### src/rtl/ballot_ctrl.sv
// Voting-round controller for the three-input majority voter.
// A round opens on start, collects one vote per voter (any order, any
// spacing) and closes once all three have voted or the round times out.
// On close it evaluates the majority and the one-hot decode of the votes
// and pulses result_valid for a single cycle.
module ballot_ctrl #(
  parameter int TIMEOUT = 16  // max COLLECT cycles per round, 2..255
) (
  input  logic       clk,
  input  logic       rst_n,
  input  logic       start,
  input  logic       vote_valid,
  input  logic [1:0] vote_id,
  input  logic       vote_val,
  output logic       busy,
  output logic [2:0] voted,
  output logic       F,
  output logic [7:0] pattern,
  output logic       result_valid,
  output logic       timed_out,
  output logic       err
);

  typedef enum logic [1:0] {IDLE, COLLECT, EVAL} state_t;

  localparam logic [7:0] TLAST = 8'(TIMEOUT - 1);

  state_t     state_q;
  logic [7:0] timer_q;
  logic [2:0] voted_q;
  logic [2:0] v_q;        // bit n holds voter n's value
  logic       f_q;
  logic [7:0] pattern_q;
  logic       rv_q;
  logic       to_q;
  logic       err_q;

  logic [2:0] id_oh_d;
  logic       legal_d;
  logic       bad_d;
  logic [2:0] mask_d;
  logic [2:0] v_d;

  // Majority of the three stored votes; missing votes are already 0.
  function automatic logic majority3(input logic [2:0] v);
    return (v[0] & v[1]) | (v[0] & v[2]) | (v[1] & v[2]);
  endfunction

  // One-hot 3-to-8 decode with voter 0 as the MSB of the index.
  function automatic logic [7:0] decode3(input logic [2:0] v);
    logic [2:0] idx;
    idx = {v[0], v[1], v[2]};
    return 8'b1 << idx;
  endfunction

  // Classify this cycle's vote and form the mask/value it would produce.
  always_comb begin
    id_oh_d = 3'b000;
    case (vote_id)
      2'd0:    id_oh_d = 3'b001;
      2'd1:    id_oh_d = 3'b010;
      2'd2:    id_oh_d = 3'b100;
      default: id_oh_d = 3'b000;  // id 3 is never a legal voter
    endcase
    legal_d = vote_valid && (id_oh_d != 3'b000) && ((id_oh_d & voted_q) == 3'b000);
    bad_d   = vote_valid && !legal_d;
    mask_d  = voted_q | (legal_d ? id_oh_d : 3'b000);
    v_d     = legal_d ? ((v_q & ~id_oh_d) | (vote_val ? id_oh_d : 3'b000)) : v_q;
  end

  // Round FSM with all outputs registered.
  always_ff @(posedge clk or negedge rst_n) begin
    if (!rst_n) begin
      state_q   <= IDLE;
      timer_q   <= 8'd0;
      voted_q   <= 3'b000;
      v_q       <= 3'b000;
      f_q       <= 1'b0;
      pattern_q <= 8'd0;
      rv_q      <= 1'b0;
      to_q      <= 1'b0;
      err_q     <= 1'b0;
    end else begin
      rv_q <= 1'b0;
      case (state_q)
        IDLE: begin
          if (start) begin
            state_q <= COLLECT;
            timer_q <= 8'd0;
            voted_q <= 3'b000;
            v_q     <= 3'b000;
            err_q   <= 1'b0;
            to_q    <= 1'b0;
          end
        end
        COLLECT: begin
          timer_q <= timer_q + 8'd1;
          voted_q <= mask_d;
          v_q     <= v_d;
          if (bad_d) err_q <= 1'b1;
          // A vote that completes the mask wins over the timeout.
          if (mask_d == 3'b111) begin
            state_q <= EVAL;
          end else if (timer_q == TLAST) begin
            state_q <= EVAL;
            to_q    <= 1'b1;
          end
        end
        EVAL: begin
          f_q       <= majority3(v_q);
          pattern_q <= decode3(v_q);
          rv_q      <= 1'b1;
          state_q   <= IDLE;
        end
        default: state_q <= IDLE;
      endcase
    end
  end

  assign busy         = (state_q != IDLE);
  assign voted        = voted_q;
  assign F            = f_q;
  assign pattern      = pattern_q;
  assign result_valid = rv_q;
  assign timed_out    = to_q;
  assign err          = err_q;

endmodule
### config.mk
export PLATFORM = sky130hd
export DESIGN_NAME = ballot_ctrl
export DESIGN_NICKNAME = d
export VERILOG_FILES = /design/src/rtl/ballot_ctrl.sv
export SDC_FILE = /design/constraint.sdc
export NUM_CORES = 1
export LEC_CHECK = 0
export CAP_MARGIN = 20
export CORE_UTILIZATION = 45
export DETAILED_ROUTE_END_ITERATION = 16
export PLACE_DENSITY = 0.77
export SLEW_MARGIN = 20
export SYNTH_ARGS = -nofsm -noshare
export SYNTH_HDL_FRONTEND = slang
export SYNTH_SLANG_ARGS = --single-unit
### constraint.sdc
create_clock -name clk -period 1.25 [get_ports clk]
set_input_delay 0.25 -clock clk [delete_from_list [all_inputs] [get_ports clk]]
set_output_delay 0.25 -clock clk [all_outputs]
set_load 0.1 [all_outputs]
==> impl_metrics.csv, run 1 <==
group,metric,value,unit
die,die_h,55.9,um
timing,fin_setup_tns,-4.78,ns
setup_path,crit_path_end_kind,"output pin",
final_layout,fin_area,2450,sq um
final_layout,area_delta_synth_final,88.1,%
pwr,p_leak,1.15,nW
timing,fin_ws,-0.354,ns
synth,avgSynthCellArea,10.2,sq um
grt,grtUsageTotal,27.2,%
synth,synth_warnings,0,
pwr,max-vdd-ir-drop,2.67,mV
timing,tightest_slew,0.346,ns
timing,slew_headroom,76.9,%
pwr,power_density,2610,nW/um^2
routing,drt-total-wl,4710,um
placed_design,place_area,1970,sq um
timing,post-route-period-util,128,%
placed_design,hpwl,2340,um
setup_path,worstPathRequired,1.00,ns
final_layout,diodes,0,
routing,drc,0,
routing,drtAntennaViolNets,0,
grt,first_global_vias,1344,
grt,antenna_found_initial,0,
routing,vias,1364,
cts,cts_hold_buf,0,
outcome,failed_checks,"setup timing",
grt,grt_max_degree,29,
synth,synth_seq_area_share,53.7,%
routing,drt_first_pass_iters,4,
synth,async_reset_ff_share,100,%
timing,hold_viol,0,
timing,rsz0062_at_grt,"true",
synth,syn-num-nets,136,
routing,routed_via_density,6.09,
cts,cts_root_buf,"clkbuf_4",
routing,drt_iter0_drc,64,
grt,grt_pass1_wl,6470,um
cts,cts_buffers,3,
placed_design,place_ws,-0.500,ns
pwr,total_power,6.39,mW
cts,htreeDepth,1,
setup_path,crit_chain,"buf_4, nor2_4, clkinvlp_4, buf_12",
setup_path,critPathMaxFanout,2,
setup_path,r2r_cells,6,
die,die_area,3120,sq um
setup_path,cp_num_buf_inv,3,
timing,setup_viol,31,
timing,min_period,1.60,ns
outcome,run_status,"complete, but fails checks",
cts,clk_pin_slew_worst_paths,0.16,ns
setup_path,crit_cells,4,
synth,ys.flop_type,"dfrtp_1",
placed_design,dp_cells,202,
die,initial_core_util,47.3,%
die,rows,19,
final_layout,nets,202,
die,die_x,55.9,um
flow_run,maxCapViolCount,0,
synth,netlist_area,1310,sq um
setup_path,critPathMaxStageDelay,0.44,ns
die,ios,23,
final_layout,layout-drive-gt1-share,58.5,%
synth,synth_edf_count,0,
cts,clockBufferDepth,2,
die,core,2760,sq um
cts,clock_sinks,28,
synth,synth.distinct_cells,30,
final_layout,final_common_cell,"buf_4",
setup_path,cp_top_family,"buffers and inverters",
cts,cts_tree,"yes",
final_layout,fin_cells,224,
setup_path,crit_arrival,1.35,ns
setup_path,critPathKind,"reg2out",
hold_path,hold_path.class,"in2async",
grt,grt-ovfl-total,0,
synth,synth-seq-cells,28,
setup_path,crit_path_start_kind,"flop",
synth,postSynthCellCount,128,
timing,finClkSkew,0.00415,ns
final_layout,final_cell_mix,"26 x buf_4, 22 x dfrtp_1, 18 x buf_12",
placed_design,gp_congestion,0.774,
timing,fmax,623,MHz
timing,drv_slew,0,
routing,routedWlPerCell,21.0,um
cts,clkLatencyLatePin,0.33,ns
setup_path,cpMaxStageDelayCell,"dfrtp_1",
placed_design,port-buffer-count,22,
power breakdown:
| part | internal (mW) | switching (mW) |
|---|---|---|
| Clock | 0.325 | 0.282 |
| Combinational | 1.80 | 2.44 |
| Sequential | 1.21 | 0.336 |
area by class of cell:
class,count,area [sq um]
Tap cell,31,38.8
Clock inverter,1,30.0
Sequential cell,28,716
Multi-Input combinational cell,87,806
Clock buffer,3,22.5
Fill cell,110,303
Inverter,8,33.8
Timing Repair Buffer,66,808
final timing paths:
| check | startpoint | slack (ns) | endpoint |
|---|---|---|---|
| max | state_q[1] | -0.35 | busy |
| min | rst_n | 0.25 | voted[2] |
| max reg2reg | state_q[1] | -0.25 | timer_q[7] |
| min reg2reg | timer_q[7] | 0.53 | timer_q[7] |
| max in group asynchronous | rst_n | 0.83 | voted[0] |
| min in group clk | timer_q[7] | 0.53 | timer_q[7] |
kinds of logic after synthesis:
| kind of cell | synth area share [%] |
|---|---|
| compound gates | 14.8 |
| fa+ha+maj | 1.73 |
| buf+inv | 4.12 |
| flops | 53.7 |
| mux | 6.14 |
| simple gates | 19.6 |
stage by stage:
| stage | hold WS [ns] | util [%] |
|---|---|---|
| floorplan | -0.0456 | - |
| global placement | 0.492 | 71.3 |
| detailed placement | 0.505 | 71.3 |
| CTS | 0.254 | 81.8 |
| global route | 0.256 | 89.0 |
| finish | 0.246 | 89.0 |
repair_timing:
action,in CTS,in global routing
buffers inserted,10,7
gates cloned,0,1
resized for setup,41,29
pin swaps,17,13
hold endpoints to repair,0,0
endpoints found under the setup margin,23,34
cells in the mapped netlist, types with 2 or more instances:
cell | count | area, sq um
nand2b_1 | 2 | 12.5
inv_1 | 8 | 30.0
nor2_1 | 10 | 37.5
nor2b_1 | 2 | 12.5
mux2i_1 | 8 | 80.1
nand2_1 | 17 | 63.8
buf_2 | 4 | 20.0
a21oi_1 | 3 | 15.0
nor3_1 | 3 | 15.0
o41ai_1 | 4 | 35.0
and3_1 | 2 | 12.5
a22o_1 | 5 | 43.8
nand4b_1 | 3 | 26.3
dfrtp_1 | 28 | 701
nor4_2 | 2 | 25.0
a31oi_1 | 4 | 25.0
nand3_1 | 3 | 15.0
o22ai_1 | 2 | 12.5
o21ai_0 | 7 | 35.0
layer usage:
layer / part of all wire [%] / routed length, um / track usage [%] / vias to the layer above
li1: - / - / - / 589
met1: 37 / 1730 / 30.6 / 688
met2: 54 / 2540 / 47.2 / 65
met3: 4.8 / 224 / 4.65 / 22
met4: 4.4 / 207 / 18.1 / 0
met5: 0 / 0 / 0 / -
flip-flops by register name, summed over array words and instances, names as in the netlist:
| register | cells |
|---|---|
| pattern | 8 |
| timer_q | 8 |
| v_q | 3 |
| voted | 3 |
| state_q | 2 |
| F | 1 |
| err | 1 |
| result_valid | 1 |
| timed_out | 1 |
Note: power is estimated with default switching activity, not from simulation.
==> inputs of run 2 (changes only) <==
--- a/config.mk
+++ b/config.mk
@@ -6,6 +6,7 @@
 export NUM_CORES = 1
 export LEC_CHECK = 0
 export CAP_MARGIN = 20
+export CORE_ASPECT_RATIO = 0.5
 export CORE_UTILIZATION = 45
 export DETAILED_ROUTE_END_ITERATION = 16
 export PLACE_DENSITY = 0.77
==> run 2 against run 1 <==
Compared with the run above:
- the run still ends with setup timing left
- final area fell by 0.82%
- sequential share of layout area up 0.14 points
- first-iteration DRC count up 120%
- sequential power is 4% higher
- flip-flop and latch count unchanged
- clock power up 22%
- combinational power shrank 0.9%
- non-clock buffer count shrank 4
- wire length up 27%
- critical path depth grew 2
- utilization increased by 2.3 points
- register-to-register slack got worse by 0.13 ns
==> impl_metrics.csv, run 2 (synthesis gave the netlist of run 1 again) <==
group,metric,value,unit
placed_design,dp_cells,208,
setup_path,worstPathRequired,1.42,ns
placed_design,place_area,1960,sq um
outcome,run_status,"complete, but fails checks",
timing,hold_viol,0,
routing,wl_met1,2420,um
timing,fmax,612,MHz
grt,antenna_found_initial,0,
final_layout,n_fill_cell,87,
cts,cts_root_buf,"clkbuf_8",
routing,routed_via_density,6.39,
setup_path,crit_path_start_kind,"flop",
placed_design,port-buffer-count,22,
pwr,max-vdd-ir-drop,2.47,mV
flow_run,maxCapViolCount,0,
final_layout,fin_cells,226,
routing,drt_first_pass_iters,4,
timing,finClkSkew,0.00888,ns
routing,drt-total-wl,5970,um
cts,cts_tree,"yes",
cts,clk_pin_slew_worst_paths,0.11,ns
timing,min_period,1.63,ns
routing,drc,0,
grt,grt_max_degree,29,
cts,cts_buffers,3,
timing,drv_slew,0,
cts,clock_sinks,28,
final_layout,diodes,0,
timing,fin_ws,-0.384,ns
die,die_x,78.2,um
placed_design,gp_congestion,0.838,
outcome,failed_checks,"setup timing",
setup_path,critPathKind,"reg2reg",
die,die_h,40.1,um
final_layout,final_cell_mix,"24 x dfrtp_1, 24 x buf_4, 18 x buf_12",
final_layout,layout-drive-gt1-share,51.3,%
pwr,power_density,2690,nW/um^2
timing,fin_setup_tns,-5.94,ns
routing,wl_met3,668,um
routing,routedWlPerCell,26.4,um
timing,tightest_slew,0.350,ns
grt,grtUsageTotal,28.4,%
grt,grt_pass1_wl,6290,um
pwr,p_leak,1.15,nW
hold_path,hold_path.class,"in2async",
routing,drtAntennaViolNets,0,
die,ios,23,
routing,drt_iter0_drc,140,
setup_path,critPathMaxFanout,5,
timing,post-route-period-util,131,%
timing,setup_viol,31,
die,core,2670,sq um
final_layout,area_delta_synth_final,86.6,%
cts,clockBufferDepth,2,
routing,vias,1445,
placed_design,hpwl,2380,um
placed_design,place_ws,-0.388,ns
pwr,total_power,6.55,mW
final_layout,fin_area,2430,sq um
cts,htreeDepth,1,
cts,clkLatencyLatePin,0.29,ns
die,initial_core_util,48.9,%
setup_path,crit_arrival,1.80,ns
final_layout,fin_util,91.3,%
timing,slew_headroom,76.5,%
die,rows,13,
grt,grt-ovfl-total,0,
timing,holdWs,0.323,ns
final_layout,nets,198,
routing,route.met2.wl,2600,um
timing,rsz0062_at_grt,"true",
grt,first_global_vias,1233,
routing,route.top_layer_used,"met4",
die,die_area,3130,sq um
setup_path,crit_path_end_kind,"flop",
==> run 2: cell count changes in the layout (fill, tap and decap cells not counted), sizes merged <==
cell / previous run / this run
clkdlybuf4s50: 5 / 4
dlymetal6s2s: 0 / 1
buf: 59 / 55
==> run 2: power breakdown <==
part           switching, mW  total (mW)  leakage, nW  internal [mW]
clock                  0.311       0.741       0.0357          0.430
sequential             0.398        1.61        0.365           1.21
combinational           2.51        4.20        0.746           1.69
total                   3.22        6.55         1.15           3.33
==> run 2: routing by layer <==
layer / global-route usage, % / vias up
li1: - / 583
met1: 32.9 / 713
met2: 50.4 / 121
met3: 7.50 / 28
met4: 18.1 / 0
met5: 0 / -
==> run 2: layout make-up <==
class / count / area [sq um] / share of cell area [%]
Inverter: 8 / 33.8 / 1.39
Tap cell: 37 / 46.3 / 1.90
Clock buffer: 3 / 41.3 / 1.70
Sequential cell: 28 / 713 / 29.3
Timing Repair Buffer: 62 / 777 / 31.9
Clock inverter: 1 / 30.0 / 1.23
Multi-Input combinational cell: 87 / 793 / 32.6
==> run 2: worst paths after layout <==
kind	slack (ns)	endpoint	startpoint	depth (start not counted)
worst max-delay path	-0.38	v_q[0]	state_q[1]	6
worst min-delay path	0.32	pattern[4]	rst_n	2
worst max register to register	-0.38	v_q[0]	state_q[1]	6
worst min register to register	0.56	timer_q[6]	timer_q[6]	1
max in group asynchronous	0.74	voted[1]	rst_n	2
min in group clk	0.56	timer_q[6]	timer_q[6]	1
==> run 2: timing repair <==
item                                    4_1_cts  5_1_grt
cloned                                        0        1
endpoints found under the setup margin       18       27
resized for setup                            20       42
setup buffers                                 4        9
pin swaps                                     8       18
hold buffers                                  0        0
==> run 2: critical path, cell delays in order (launching register included) <==
cell      delay [ns]
dfrtp_1         0.43
buf_4           0.15
buf_6           0.12
o21ba_4         0.28
nand4b_1        0.15
mux2i_1         0.27
nor2_1          0.11
